===== src/rtl/vx_gbar_unit.sv =====
// Cluster-level global barrier unit: tracks per-barrier arrival sets from all
// cores and broadcasts a one-cycle release when a barrier's last core arrives.
module vx_gbar_unit #(
  parameter int    NUM_BARRIERS = 8,
  parameter int    NUM_CORES    = 4,
  parameter string INSTANCE_ID  = "",
  localparam int   NB_W         = $clog2(NUM_BARRIERS),
  localparam int   CID_W        = $clog2(NUM_CORES)
) (
  input  logic             clk,
  input  logic             reset,
  input  logic             req_valid,
  input  logic [NB_W-1:0]  req_id,
  input  logic [CID_W-1:0] req_size_m1,
  input  logic [CID_W-1:0] req_core_id,
  output logic             req_ready,
  output logic             rsp_valid,
  output logic [NB_W-1:0]  rsp_id,
  output logic             busy,
  output logic             err_dup,
  output logic             err_size,
  output logic [31:0]      perf_releases
);

  if ((NUM_BARRIERS < 2) || ((NUM_BARRIERS & (NUM_BARRIERS - 1)) != 0) ||
      (NUM_CORES < 2) || ((NUM_CORES & (NUM_CORES - 1)) != 0)) begin : g_param_check
    $error("vx_gbar_unit %s: NUM_BARRIERS and NUM_CORES must be powers of two >= 2",
           INSTANCE_ID);
  end

  logic [NUM_CORES-1:0] mask_q [NUM_BARRIERS];
  logic [CID_W-1:0]     size_q [NUM_BARRIERS];

  logic [NUM_BARRIERS-1:0] active;
  logic [NUM_CORES-1:0]    cur_mask;
  logic [NUM_CORES-1:0]    core_bit;
  logic [NUM_CORES-1:0]    new_mask;
  logic                    cur_active;
  logic [CID_W-1:0]        eff_size;
  logic                    fire;
  logic                    is_dup;
  logic                    size_bad;
  logic                    done;

  function automatic logic [CID_W:0] popcount(input logic [NUM_CORES-1:0] v);
    logic [CID_W:0] n;
    n = '0;
    for (int i = 0; i < NUM_CORES; i++) begin
      n = n + {{CID_W{1'b0}}, v[i]};
    end
    return n;
  endfunction

  always_comb begin
    active = '0;
    for (int b = 0; b < NUM_BARRIERS; b++) begin
      active[b] = |mask_q[b];
    end
  end

  assign busy = |active;
  assign fire = req_valid & req_ready;

  // Decode of the single incoming arrival against its barrier's state.
  always_comb begin
    cur_mask   = mask_q[req_id];
    cur_active = active[req_id];
    core_bit   = NUM_CORES'(1) << req_core_id;
    new_mask   = cur_mask | core_bit;
    eff_size   = cur_active ? size_q[req_id] : req_size_m1;
    is_dup     = |(cur_mask & core_bit);
    size_bad   = cur_active && (req_size_m1 != size_q[req_id]);
    done       = (popcount(new_mask) == ({1'b0, eff_size} + 1'b1));
  end

  always_ff @(posedge clk or posedge reset) begin
    if (reset) begin
      req_ready     <= 1'b0;
      rsp_valid     <= 1'b0;
      rsp_id        <= '0;
      err_dup       <= 1'b0;
      err_size      <= 1'b0;
      perf_releases <= '0;
      for (int b = 0; b < NUM_BARRIERS; b++) begin
        mask_q[b] <= '0;
        size_q[b] <= '0;
      end
    end else begin
      req_ready <= 1'b1;
      rsp_valid <= 1'b0;
      if (fire) begin
        if (!cur_active) begin
          size_q[req_id] <= req_size_m1;
        end
        if (size_bad) begin
          err_size <= 1'b1;
        end
        if (is_dup) begin
          err_dup <= 1'b1;
        end else if (done) begin
          // Release also covers size_m1==0: mask is cleared, never set.
          mask_q[req_id] <= '0;
          rsp_valid      <= 1'b1;
          rsp_id         <= req_id;
          perf_releases  <= perf_releases + 32'd1;
        end else begin
          mask_q[req_id] <= new_mask;
        end
      end
    end
  end

endmodule

===== config.mk =====
export PLATFORM = sky130hd
export DESIGN_NAME = vx_gbar_unit
export DESIGN_NICKNAME = d
export VERILOG_FILES = /design/src/rtl/vx_gbar_unit.sv
export SDC_FILE = /design/constraint.sdc
export NUM_CORES = 1
export LEC_CHECK = 0
export BUFFER_PORTS_ARGS = -buffer_cell sky130_fd_sc_hd__buf_2
export CORE_MARGIN = 2
export CORE_UTILIZATION = 60
export DETAILED_ROUTE_END_ITERATION = 16
export PLACE_DENSITY_LB_ADDON = 0.15
export SLEW_MARGIN = 20
export SYNTH_ARGS = -nofsm -noshare
export SYNTH_HDL_FRONTEND = slang
export SYNTH_SLANG_ARGS = --single-unit

===== constraint.sdc =====
create_clock -name clk -period 6.5 [get_ports clk]
set_input_delay 1.625 -clock clk [delete_from_list [all_inputs] [get_ports clk]]
set_output_delay 1.625 -clock clk [all_outputs]
set_load 0.02 [all_outputs]

# ---- After elaboration in Yosys (flattened, before gate mapping)
# Cells that the tools add are included.
dict set report totals {
  ff_bits 87
  in_bits 10
  out_inout_bits 40
  word_cells 77
}
dict set report op_classes {
  n_addsub 5
  magnitude_cmp 3
  eq_ne 2
  shifts 1
  muxes 19
  bitwise 8
  n_reduce_logical 17
}
# operator count
set op_table {}
lappend op_table {{4-bit OR reduction} 9}
lappend op_table {{32-bit by 1-bit adder with 32-bit output (second input constant)} 1}
lappend op_table {{32-bit AND} 1}
lappend op_table {{32-bit bitwise mux} 1}
lappend op_table {{32-bit two-way mux} 1}
lappend op_table {{32-bit inverter} 1}
lappend op_table {{32-bit OR reduction} 1}
lappend op_table {{16-bit bitwise mux} 1}
lappend op_table {{4-bit binary-select mux with 3-bit select} 1}
lappend op_table {{4-bit demux with 3-bit select} 1}
lappend op_table {{4-bit two-way mux} 3}
lappend op_table {{2-bit two-way mux} 4}
lappend op_table {{2-bit AND reduction} 4}
lappend op_table {{2-bit binary-select mux with 3-bit select} 1}
lappend op_table {{2-bit demux with 3-bit select} 1}
lappend op_table {{4-bit AND} 1}
lappend op_table {{4-bit greater-or-equal comparator (second input constant)} 1}
lappend op_table {{3-bit by 4-bit < comparator with 1-bit output (second input constant)} 1}
lappend op_table {{4-bit by 1-bit < comparator with 1-bit output (second input constant)} 1}
lappend op_table {{1-bit two-way mux} 4}
lappend op_table {{3-bit inverter with 4-bit output} 1}
lappend op_table {{4-bit bitwise OR} 1}
lappend op_table {{1-bit by 2-bit << shifter with 4-bit output (first input constant)} 1}
lappend op_table {{2-bit by 1-bit adder with 3-bit output} 1}
lappend op_table {{other kinds (10)} 12}

# ---- Depth between registers and ports, before layout
# Gate-level depths: netlist (run 1).
dict set report logic_depth {
  word_depth 12
  depth_mapped 20
  depth_no_buf 15
}

# ---- Worst setup path before layout (run 1)
# No wires, ideal clock.
dict set report synth_timing {
  path_kind {input -> register}
  from {in req_id[2]}
  to {reg perf_releases[1]}
  setup_time_ps 128
  arrival_ps 5198
  t_required_ps 6372
  setup_slack_ps 1174
  stages 19
  n_path_buf 4
  path_cell_list {buf_2 buf_6 buf_2 and2_1 o22ai_1 o21ai_0 nor2_1 fa_1 inv_1 ha_1 ha_1 xnor2_1 nand2_1 or4_1 a21boi_1 nor2_1 or2_1 buf_2 mux2_1}
}
dict set report synth_via {
  elab_chain_len 10
  elab_cells_between_ends 20
  classes_between {add/sub: 4; eq/ne: 1; mux: 9; bitwise: 4; reduce/logical: 2}
}
# element line
set synth_rtl {}
lappend synth_rtl {{start: declaration} 13} ;# input logic [NB_W-1:0] req_id,
lappend synth_rtl {{3-bit inverter with 4-bit output (not written as such)} {66, 70}}
lappend synth_rtl {{4-bit binary-select mux with 3-bit select} 66} ;# cur_mask = mask_q[req_id];
lappend synth_rtl {{4-bit two-way mux (not written as such) (2 in series)} 66}
lappend synth_rtl {{4-bit bitwise OR} 69} ;# new_mask = cur_mask | core_bit;
lappend synth_rtl {{1-bit by 1-bit adder with 2-bit output} 49} ;# n = n + {{CID_W{1'b0}}, v[i]};
lappend synth_rtl {{2-bit by 1-bit adder with 3-bit output} 49}
lappend synth_rtl {{3-bit by 1-bit adder with 3-bit output} 49}
lappend synth_rtl {{3-bit == test} 73} ;# done = (popcount(new_mask) == ({1'b0, eff_size} + 1'b1));
lappend synth_rtl {{3-bit AND reduction (no source line) (*)} --}
lappend synth_rtl {{end signal: assignment} 105} ;# perf_releases <= perf_releases + 32'd1;
lappend synth_rtl {{end: declaration} 22} ;# output logic [31:0] perf_releases
# Mark *: on every way between the ends. The rest lies on a longest branch, timed or not. The select of a mux whose other input is x is not followed.
# A chain may end at the register's enable or synchronous reset.

# ---- Final worst setup path (run 1)
dict set report layout_timing {
  from {in req_id[2]}
  to {reg perf_releases[20]}
}
# The elaborated chain is that of the path after synthesis.

==> results of run 1 <==
==> through the flow <==
step           utilization, %  area, sq um
2_1_floorplan               -         4750
3_3_place_gp             65.3         5020
3_5_place_dp             65.3         5020
4_1_cts                  68.1         5240
5_1_grt                  68.1         5240
6_report                 68.1         5240
==> cells by family (layout without fill, tap and decap cells) <==
| kind of cell | Yosys count | after routing | synth area share (%) |
|---|---|---|---|
| mux | 73 | 73 | 17.6 |
| buf+inv | 30 | 76 | 3.53 |
| flops | 87 | 87 | 45.8 |
| simple gates | 152 | 152 | 20.6 |
| fa+ha+maj | 5 | 5 | 1.47 |
| compound gates | 28 | 28 | 4.48 |
| xor+xnor | 35 | 35 | 6.45 |
| other cells | 1 | 1 | 0.0789 |
==> area by class of cell <==
type / count / area, sq um / share of cell area (%)
Inverter: 7 / 27.5 / 0.525
Clock inverter: 7 / 95.1 / 1.82
Tap cell: 102 / 128 / 2.44
Timing Repair Buffer: 53 / 279 / 5.33
Clock buffer: 9 / 124 / 2.36
Multi-Input combinational cell: 294 / 2410 / 46.0
Sequential cell: 87 / 2180 / 41.6
==> sequential cells by signal, indices dropped and copies added (netlist names) <==
name,count
rsp_valid,1
err_dup,1
rsp_id,3
perf_releases,32
req_ready,1
size_q,16
err_size,1
mask_q,32
==> final timing paths <==
kind | start | to | slack (ns) | cells after the start
setup / recovery | req_id[2] | perf_releases[20] | 0.94 | 17
hold / removal | perf_releases[31] | perf_releases[31] | 0.47 | 1
setup reg to reg | mask_q[27] | perf_releases[20] | 2.37 | 16
hold reg to reg | perf_releases[31] | perf_releases[31] | 0.47 | 1
max in group asynchronous | reset | mask_q[23] | 4.49 | 3
min in group asynchronous | reset | mask_q[6] | 1.46 | 3
==> synthesized netlist by cell type (all sizes together), types with 6 or more instances <==
| cell | n |
|---|---|
| nand3 | 13 |
| nor3 | 33 |
| clkbuf | 6 |
| nor2 | 18 |
| mux2i | 10 |
| mux2 | 61 |
| nor4 | 12 |
| inv | 7 |
| nand2 | 22 |
| nand4 | 11 |
| o22ai | 7 |
| nand2b | 10 |
| buf | 17 |
| xnor2 | 8 |
| nor3b | 6 |
| dfrtp | 87 |
| xor2 | 27 |
==> layer usage <==
metal	vias to the layer above	GRT usage, %	share of wire [%]
met5	-	0	0
met2	106	39.5	49
met3	13	4.83	4.8
met4	0	7.35	1.9
li1	1568	-	-
met1	1653	33.4	44
==> power breakdown <==
group          internal (mW)  switching [mW]
logic                  0.321           0.489
clock network          0.217           0.195
registers              0.701           0.119
==> critical path, cell delays in order <==
cell and delay, ns:
buf_2 0.47, mux2_4 0.35, a221oi_2 0.24, o21ai_0 0.12, nor2_1 0.16, fa_1 0.44
inv_1 0.07, ha_1 0.14, ha_1 0.23, xnor2_1 0.20, nand2_1 0.09, or4_1 0.51
a21boi_1 0.20, nor2_2 0.19, buf_4 0.25, nor4_1 0.35, xor2_1 0.18
==> results.cfg, run 1 <==
[synth]
yosys.area.top_type_share_pct = 45.8
yosysWarnings = 0
syn-mean-instance-area_sq_um = 11.6
synthArstFlopShare_pct = 100
ys_types = 55
seq_area_frac_synth_pct = 45.8
synth_edf_count = 0
synth_top_area_cell = dfrtp_1
synth_cells = 411
ys_seq_elements = 87
syn-num-nets = 426
syn_area_sq_um = 4750
synthTopCellsByArea = dfrtp_1 (46%), mux2_2 (10%), xor2_1 (5.0%)
synthFlopType = dfrtp_1

[critical_path]
required_ns = 6.78
cp.arrival_ns = 5.83
start_kind = input pin
cp_max_fo = 25
end_kind = flop
path_class = input pin to flop

[timing]
finalMaxSlewViolations = 0
final-hold-violation-count = 0
hold_ws_ns = 0.472
period_share_pct = 85.5
final.setup.worst_slack_ns = 0.943
clock.fmax_ghz = 0.180
worst_pin_slew_ns = 0.793
final-setup-viol-count = 0
finalSetupTns_ns = 0
final.min_clock_period_ns = 5.56
skew_ns = 0.00946
rsz0062_at_grt = no
relSlewSlack_pct = 47.1

[finish]
antenna_cells = 0
drive_above_1_share_pct = 31.3
nNetsFinal = 467
area_delta_synth_final_pct = 10.3
layout_common_cells = dfrtp_1 (87), buf_2 (49), mux2_2 (42)
fill_cells = 573
mostFrequentLayoutCell = dfrtp_1
fin_cells = 559

[place]
gp_congestion = 0.862
hpwl_mm = 6.88
place_worst_setup_slack_ns = 0.606
io_buffers = 49
place_inst = 543

[floorplanning]
fp.dieH_um = 93.0
die-area_sq_um = 8650
die_x_um = 93.0
row_count = 32
io_pins = 50
start_util_pct = 61.8
core_area_sq_um = 7690

[power_and_ir_drop]
power_density_nw_per_um2 = 390
p_total_mw = 2.04
p_leak_nw = 2.49
peakVddDrop_uv = 212

[hold_path]
worstHoldPathType = flop to flop

[grt]
grt_antenna_before_repair = 0
grt_start_max_net_pins = 88
grt-ovfl-total = 0
grt_pass1_wl_mm = 16.5
grt_pass1_vias = 3289
track_usage_pct = 24.3

[detailed_routing]
postRouteAntennaNets = 0
wire_per_inst_um = 17.6
drtIter0Drc = 167
vias_per_cell = 5.97
wl_mm = 9.81
vias = 3340
drt-pass1-iter-count = 5
drc_errors = 0

[cts]
path_clk_slew_ns = 0.08
cts_max_level = 3
cts_buffer_depth = 2
cts_hold_buf = 0
numCtsBuffers = 9
cts.sinks = 87
clk_latency_ns = 0.35
cts-resized-gates = 0
postCtsSetupRepairBufs = 0
cts_root_buf = clkbuf_8
cts_tree = yes

[status]
status = finished, final reports clean

[flow_run]
cap_violations = 0
No activity file was read; power rests on OpenSTA's default activity.
==> run 2: changes to the inputs <==
--- a/config.mk
+++ b/config.mk
@@ -7,8 +7,10 @@
 export LEC_CHECK = 0
 export BUFFER_PORTS_ARGS = -buffer_cell sky130_fd_sc_hd__buf_2
 export CORE_MARGIN = 2
-export CORE_UTILIZATION = 60
+export CORE_UTILIZATION = 55
+export CTS_CLUSTER_SIZE = 10
 export DETAILED_ROUTE_END_ITERATION = 16
+export GPL_ROUTABILITY_DRIVEN = 0
 export PLACE_DENSITY_LB_ADDON = 0.15
 export SLEW_MARGIN = 20
 export SYNTH_ARGS = -nofsm -noshare
==> run 2 against run 1 <==
  * Combinational power about the same
  * Sequential power about the same
  * Power down 3.4%
  * Utilization down 5.7 points
  * Clock power down 16%
  * Hold slack better by 0.0085 ns
  * Maximum frequency up 2.1%
  * Via count down 2.4%
  * Clock-buffer cell count up 2
  * Setup slack better by 0.11 ns
  * Sequential share of layout area up 0.45 points
==> results.cfg, run 2 (synthesized netlist as in run 1, its figures left out) <==
[finish]
fill_cells = 690
layout_common_cells = dfrtp_1 (87), buf_2 (49), mux2_2 (42)
antenna_cells = 0
reg_top3 = mask_q (32), perf_releases (32), size_q (16)
drive_above_1_share_pct = 30.2
nNetsFinal = 466
area_delta_synth_final_pct = 9.09
mostFrequentLayoutCell = dfrtp_1

[grt]
grt_start_max_net_pins = 88
track_usage_pct = 21.4
grt-ovfl-total = 0
grt_pass1_wl_mm = 16.3
grt_antenna_before_repair = 0
grt_pass1_vias = 3100

[detailed_routing]
drc_errors = 0
vias = 3259
wl_mm = 9.76
drtIter0Drc = 152
vias_per_cell = 5.84
wire_per_inst_um = 17.5
postRouteAntennaNets = 0
drt-pass1-iter-count = 4

[place]
io_buffers = 49
hpwl_mm = 6.77

[timing]
final.min_clock_period_ns = 5.44
clock.fmax_ghz = 0.184
finalMaxSlewViolations = 0
final-setup-viol-count = 0
rsz0062_at_grt = no
final-hold-violation-count = 0
period_share_pct = 83.8
worst_pin_slew_ns = 0.779
skew_ns = 0.0119
finalSetupTns_ns = 0
relSlewSlack_pct = 48.0

[status]
status = finished, final reports clean

[floorplanning]
die-area_sq_um = 9400
core_area_sq_um = 8300
start_util_pct = 57.2
row_count = 33
fp.dieH_um = 96.9
die_x_um = 96.9
io_pins = 50

[critical_path]
cp_max_fo = 21
end_kind = flop
path_class = input pin to flop
timing.rr.start = mask_q[27]
cp_cell_sequence = buf_2 > nand2b_1 > o22a_1 > and3_1 > fa_1 > inv_1 > ha_1 > ha_1 > xnor2_1 > nand2_1 > or4_1 > a21boi_1 > nor2_2 > or4_1 > xnor2_1
cp_top_family = simple AND/OR/NAND/NOR gates
max_stage_delay_ns = 0.57
cpMaxStageDelayCell = or4_1
start_kind = input pin
required_ns = 6.74
reg2reg_to = perf_releases[17]
rrSetupSlack_ns = 2.50
cp.arrival_ns = 5.68
crit_buf_inv = 2
worstRegToRegCells = 15

[cts]
cts.sinks = 87
postCtsSetupRepairBufs = 0
cts_hold_buf = 0
path_clk_slew_ns = 0.08
cts_max_level = 3
cts_tree = yes
cts-resized-gates = 0
numCtsBuffers = 9
clk_latency_ns = 0.35
cts_root_buf = clkbuf_8
cts_buffer_depth = 2

[hold_path]
worstHoldPathType = flop to flop
holdPathEnd = perf_releases[29]
whs_path_depth = 1
worstHoldStart = perf_releases[29]

[power_and_ir_drop]
peakVddDrop_uv = 236
swShare_pct = 39.6
power_density_nw_per_um2 = 381
p_leak_nw = 2.46
seqPwrFrac_pct = 41.5
p_total_mw = 1.97
p_sw_uw = 782
intPower_mw = 1.19
p_clk_share_pct = 17.5
pwr-share-comb_pct = 41.0

[flow_run]
cap_violations = 0
[run 2: cell count changes in the layout (fill, tap and decap cells not counted)]
| cell | delta |
|---|---|
| clkbuf_1 | +2 |
| buf_4 | -1 |
| inv_6 | -1 |
| bufinv_16 | -1 |
| clkinv_4 | -1 |
| clkinv_2 | -1 |
| clkinvlp_4 | -1 |
[run 2: layer usage]
layer | up-vias | GRT usage, % | part of all wire (%)
li1 | 1577 | - | -
met1 | 1603 | 30.4 | 48
met2 | 68 | 33.3 | 47
met3 | 11 | 3.03 | 3.2
met4 | 0 | 8.67 | 1.5
met5 | - | 0 | 0
[run 2: how the worst max path moves through the flow]
| stage | start | endpoint | slack, ns | depth (start not counted) |
|---|---|---|---|---|
| 5_1_grt | req_id[2] | perf_releases[15] | 0.65 | 17 |
| 2_1_floorplan | req_id[2] | perf_releases[1] | 1.17 | 19 |
| 4_1_cts | req_id[2] | rsp_id[2] | 1.07 | 16 |
| 3_5_place_dp | req_id[2] | rsp_id[2] | 0.67 | 16 |
| 6_report | req_id[1] | perf_releases[17] | 1.06 | 15 |
| 3_3_place_gp | req_id[1] | rsp_id[2] | 0.72 | 15 |
[run 2: area by class of cell]
class / instances / area, sq um / area share (%)
clock buffers: 11 / 131 / 2.54
clock inverters: 2 / 35.0 / 0.676
well taps: 105 / 131 / 2.54
inverters: 7 / 27.5 / 0.531
multi-input cells: 294 / 2410 / 46.5
flip-flops and latches: 87 / 2180 / 42.0
repair buffers: 52 / 272 / 5.24
[run 2: metrics by stage]
stage          hold slack (ns)  setup WS (ns)  cell area, sq um  util, %  instances
6_report                 0.481           1.06              5180     62.4        558
3_5_place_dp             0.474          0.674              5010     60.4        545
2_1_floorplan            0.474           1.17              4750        -        411
3_3_place_gp             0.451          0.724              5010     60.4        545
5_1_grt                  0.498          0.653              5180     62.4        558
4_1_cts                  0.487           1.07              5180     62.4        558
[run 2: power groups by stage]
stage	logic, mW	registers [mW]	clock network (mW)
after floorplan	0.636	0.817	0
after global placement	0.790	0.824	0
after detailed placement	0.812	0.827	0
after CTS	0.812	0.818	0.357
after global routing	0.889	0.841	0.378
final	0.809	0.820	0.346
[run 2: worst reg2reg max path, stage by stage (launching register included)]
cell,delay [ns]
dfrtp_1,0.40
mux2_4,0.28
a221oi_2,0.26
o21ai_0,0.13
nor2_1,0.16
fa_1,0.43
inv_1,0.07
ha_1,0.14
ha_1,0.23
xnor2_1,0.19
nand2_1,0.09
or4_1,0.50
a21boi_1,0.19
nor2_2,0.10
or4_1,0.57
xnor2_1,0.14
==> run 3: changes to the inputs <==
--- a/config.mk
+++ b/config.mk
@@ -5,6 +5,7 @@
 export SDC_FILE = /design/constraint.sdc
 export NUM_CORES = 1
 export LEC_CHECK = 0
+export ABC_AREA = 1
 export BUFFER_PORTS_ARGS = -buffer_cell sky130_fd_sc_hd__buf_2
 export CORE_MARGIN = 2
 export CORE_UTILIZATION = 55
==> constraint.sdc (replaced) <==
create_clock -name clk -period 5.4 [get_ports clk]
set_input_delay 1.35 -clock clk [delete_from_list [all_inputs] [get_ports clk]]
set_output_delay 1.35 -clock clk [all_outputs]
set_load 0.02 [all_outputs]
==> run 3 against run 2 <==
  * Hold slack worse by 0.0077 ns
  * Wire length up 27%
  * Non-clock buffer count down 2
  * Clock-buffer cell count down 1
  * Critical path depth up 5
  * Combinational power up 15%
  * Final cell count up 61%
  * Critical endpoint is now perf_releases[4]
==> results.cfg, run 3 <==
[synth]
seq_area_frac_synth_pct = 42.7
ys_seq_elements = 87
synth_top_area_cell = dfrtp_1
syn-num-nets = 750
synthArstFlopShare_pct = 100
synth_cells = 735
synthTopCellsByCount = nand2_1 (352), dfrtp_1 (87), nor2_1 (69), o21ai_0 (51), inv_1 (45)
syn-mean-instance-area_sq_um = 6.93
synthTopCellsByArea = dfrtp_1 (43%), nand2_1 (26%), nor2_1 (5.1%)
yosysWarnings = 0
ys_types = 30
yosys.area.top_type_share_pct = 42.7
synth_most_common_cell = nand2_1
syn_area_sq_um = 5100
synth_edf_count = 0
synthFlopType = dfrtp_1

[critical_path]
timing.rr.start = mask_q[12]
cp.arrival_ns = 4.66
cp_max_fo = 35
path_class = input pin to flop
required_ns = 5.67
end_kind = flop
startpoint = req_id[0]
start_kind = input pin

[floorplanning]
die-area_sq_um = 10100
die_x_um = 100
row_count = 35
start_util_pct = 55.9
io_pins = 50
core_area_sq_um = 9110
fp.dieH_um = 100

[cts]
cts-resized-gates = 0
cts_tree = yes
cts.sinks = 87
clk_latency_ns = 0.37
cts_root_buf = clkbuf_8
cts_hold_buf = 0
numCtsBuffers = 9
path_clk_slew_ns = 0.09
cts_max_level = 3
cts_buffer_depth = 2
postCtsSetupRepairBufs = 0

[place]
io_buffers = 49
place_inst = 881
hpwl_mm = 9.02
place_worst_setup_slack_ns = 0.615
postPlaceCellArea_sq_um = 5400

[timing]
final-hold-violation-count = 0
period_share_pct = 81.4
worst_pin_slew_ns = 0.676
final-setup-viol-count = 0
final.setup.worst_slack_ns = 1.01
clock.fmax_ghz = 0.228
final.min_clock_period_ns = 4.39
rsz0062_at_grt = no
relSlewSlack_pct = 55.0
finalMaxSlewViolations = 0
finalSetupTns_ns = 0
skew_ns = 0.00883

[detailed_routing]
dr.max_layer_used = met4
postRouteAntennaNets = 0
wire_per_inst_um = 13.8
vias_per_cell = 5.36
wl_met3_um = 489
drt-pass1-iter-count = 5
vias = 4806
wl_mm = 12.4
met2_length_mm = 6.05
wl_met1_mm = 5.34
drc_errors = 0
drtIter0Drc = 263

[hold_path]
worstHoldPathType = flop to flop
worstHoldStart = err_size

[power_and_ir_drop]
p_clk_share_pct = 18.3
intPower_mw = 1.28
p_leak_nw = 3.09
power_density_nw_per_um2 = 416
pwr-share-comb_pct = 40.1
p_sw_mw = 1.04
peakVddDrop_uv = 229
seqPwrFrac_pct = 41.6
swShare_pct = 44.7

[finish]
nNetsFinal = 796
reg_top3 = mask_q (32), perf_releases (32), size_q (16)
fin_cells = 897
final_cell_area_sq_um = 5580
fill_cells = 864
mostFrequentLayoutCell = nand2_1
antenna_cells = 0
area_delta_synth_final_pct = 9.43
layout_common_cells = nand2_1 (352), dfrtp_1 (87), nor2_1 (69)
drive_above_1_share_pct = 10.3

[grt]
grt_pass1_wl_mm = 20.7
grt-ovfl-total = 0
grt_pass1_vias = 4548
track_usage_pct = 25.9
grt_start_max_net_pins = 56
grt_antenna_before_repair = 0

[flow_run]
cap_violations = 0

[status]
status = finished, final reports clean
-- run 3: area by class of cell --
type | instances | area (sq um) | share of cell area [%]
flip-flops and latches | 87 | 2180 | 39.0
well taps | 111 | 139 | 2.49
clock inverters | 6 | 45.0 | 0.808
repair buffers | 50 | 253 | 4.53
inverters | 52 | 196 | 3.52
multi-input cells | 581 | 2640 | 47.3
clock buffers | 10 | 128 | 2.29
-- run 3: kinds of logic (layout without fill, tap and decap cells) --
group	count (synthesis)	count (layout)	share of synthesized area, %
adders and majority gates	5	5	1.37
xor gates and xnor gates	32	32	5.50
and+or+nand+nor	485	485	39.0
AOI/OAI and AO/OA	58	58	5.87
buffers and inverters	67	118	5.50
DFF	87	87	42.7
other	1	1	0.0736
-- run 3: final timing paths --
kind | depth (start not counted) | slack [ns] | to
hold / removal | 1 | 0.47 | err_size
hold reg to reg | 1 | 0.47 | err_size
setup reg to reg | 18 | 2.15 | perf_releases[4]
min in group asynchronous | 2 | 1.00 | mask_q[20]
setup / recovery | 20 | 1.01 | perf_releases[4]
max in group asynchronous | 3 | 3.33 | size_q[9]
-- run 3: layer usage --
metal | vias up | GRT usage [%]
met4 | 0 | 14.9
met1 | 2236 | 30.6
met5 | - | 0
li1 | 2399 | -
met3 | 35 | 3.90
met2 | 136 | 45.0
-- run 3: power groups by stage --
stage	logic, mW	registers (mW)	clock network, mW
CTS	0.933	0.965	0.433
global route	1.06	0.986	0.454
finish	0.931	0.967	0.424
detailed placement	0.932	0.974	0
floorplan	0.684	0.970	0
global placement	0.903	0.973	0
-- run 3: critical path, stage by stage --
cell and delay (ns):
buf_2 0.43, inv_2 0.30, nand2_1 0.12, nand2_1 0.05
nand2_1 0.05, nand2_1 0.05, nand2_1 0.05, nand2_1 0.06
nor2_1 0.18, fa_1 0.45, inv_1 0.07, ha_1 0.15
ha_1 0.24, xor2_1 0.16, nor2_1 0.21, nand2_1 0.08
inv_1 0.09, nand3_4 0.31, nand2_1 0.17, nand2_1 0.06
-- run 3: per-stage QoR --
step / util [%] / power [mW] / hold slack, ns
2_1_floorplan: - / 1.65 / 0.446
6_report: 61.2 / 2.32 / 0.473
4_1_cts: 61.2 / 2.33 / 0.480
3_3_place_gp: 59.3 / 1.88 / 0.455
5_1_grt: 61.2 / 2.51 / 0.500
3_5_place_dp: 59.3 / 1.91 / 0.456
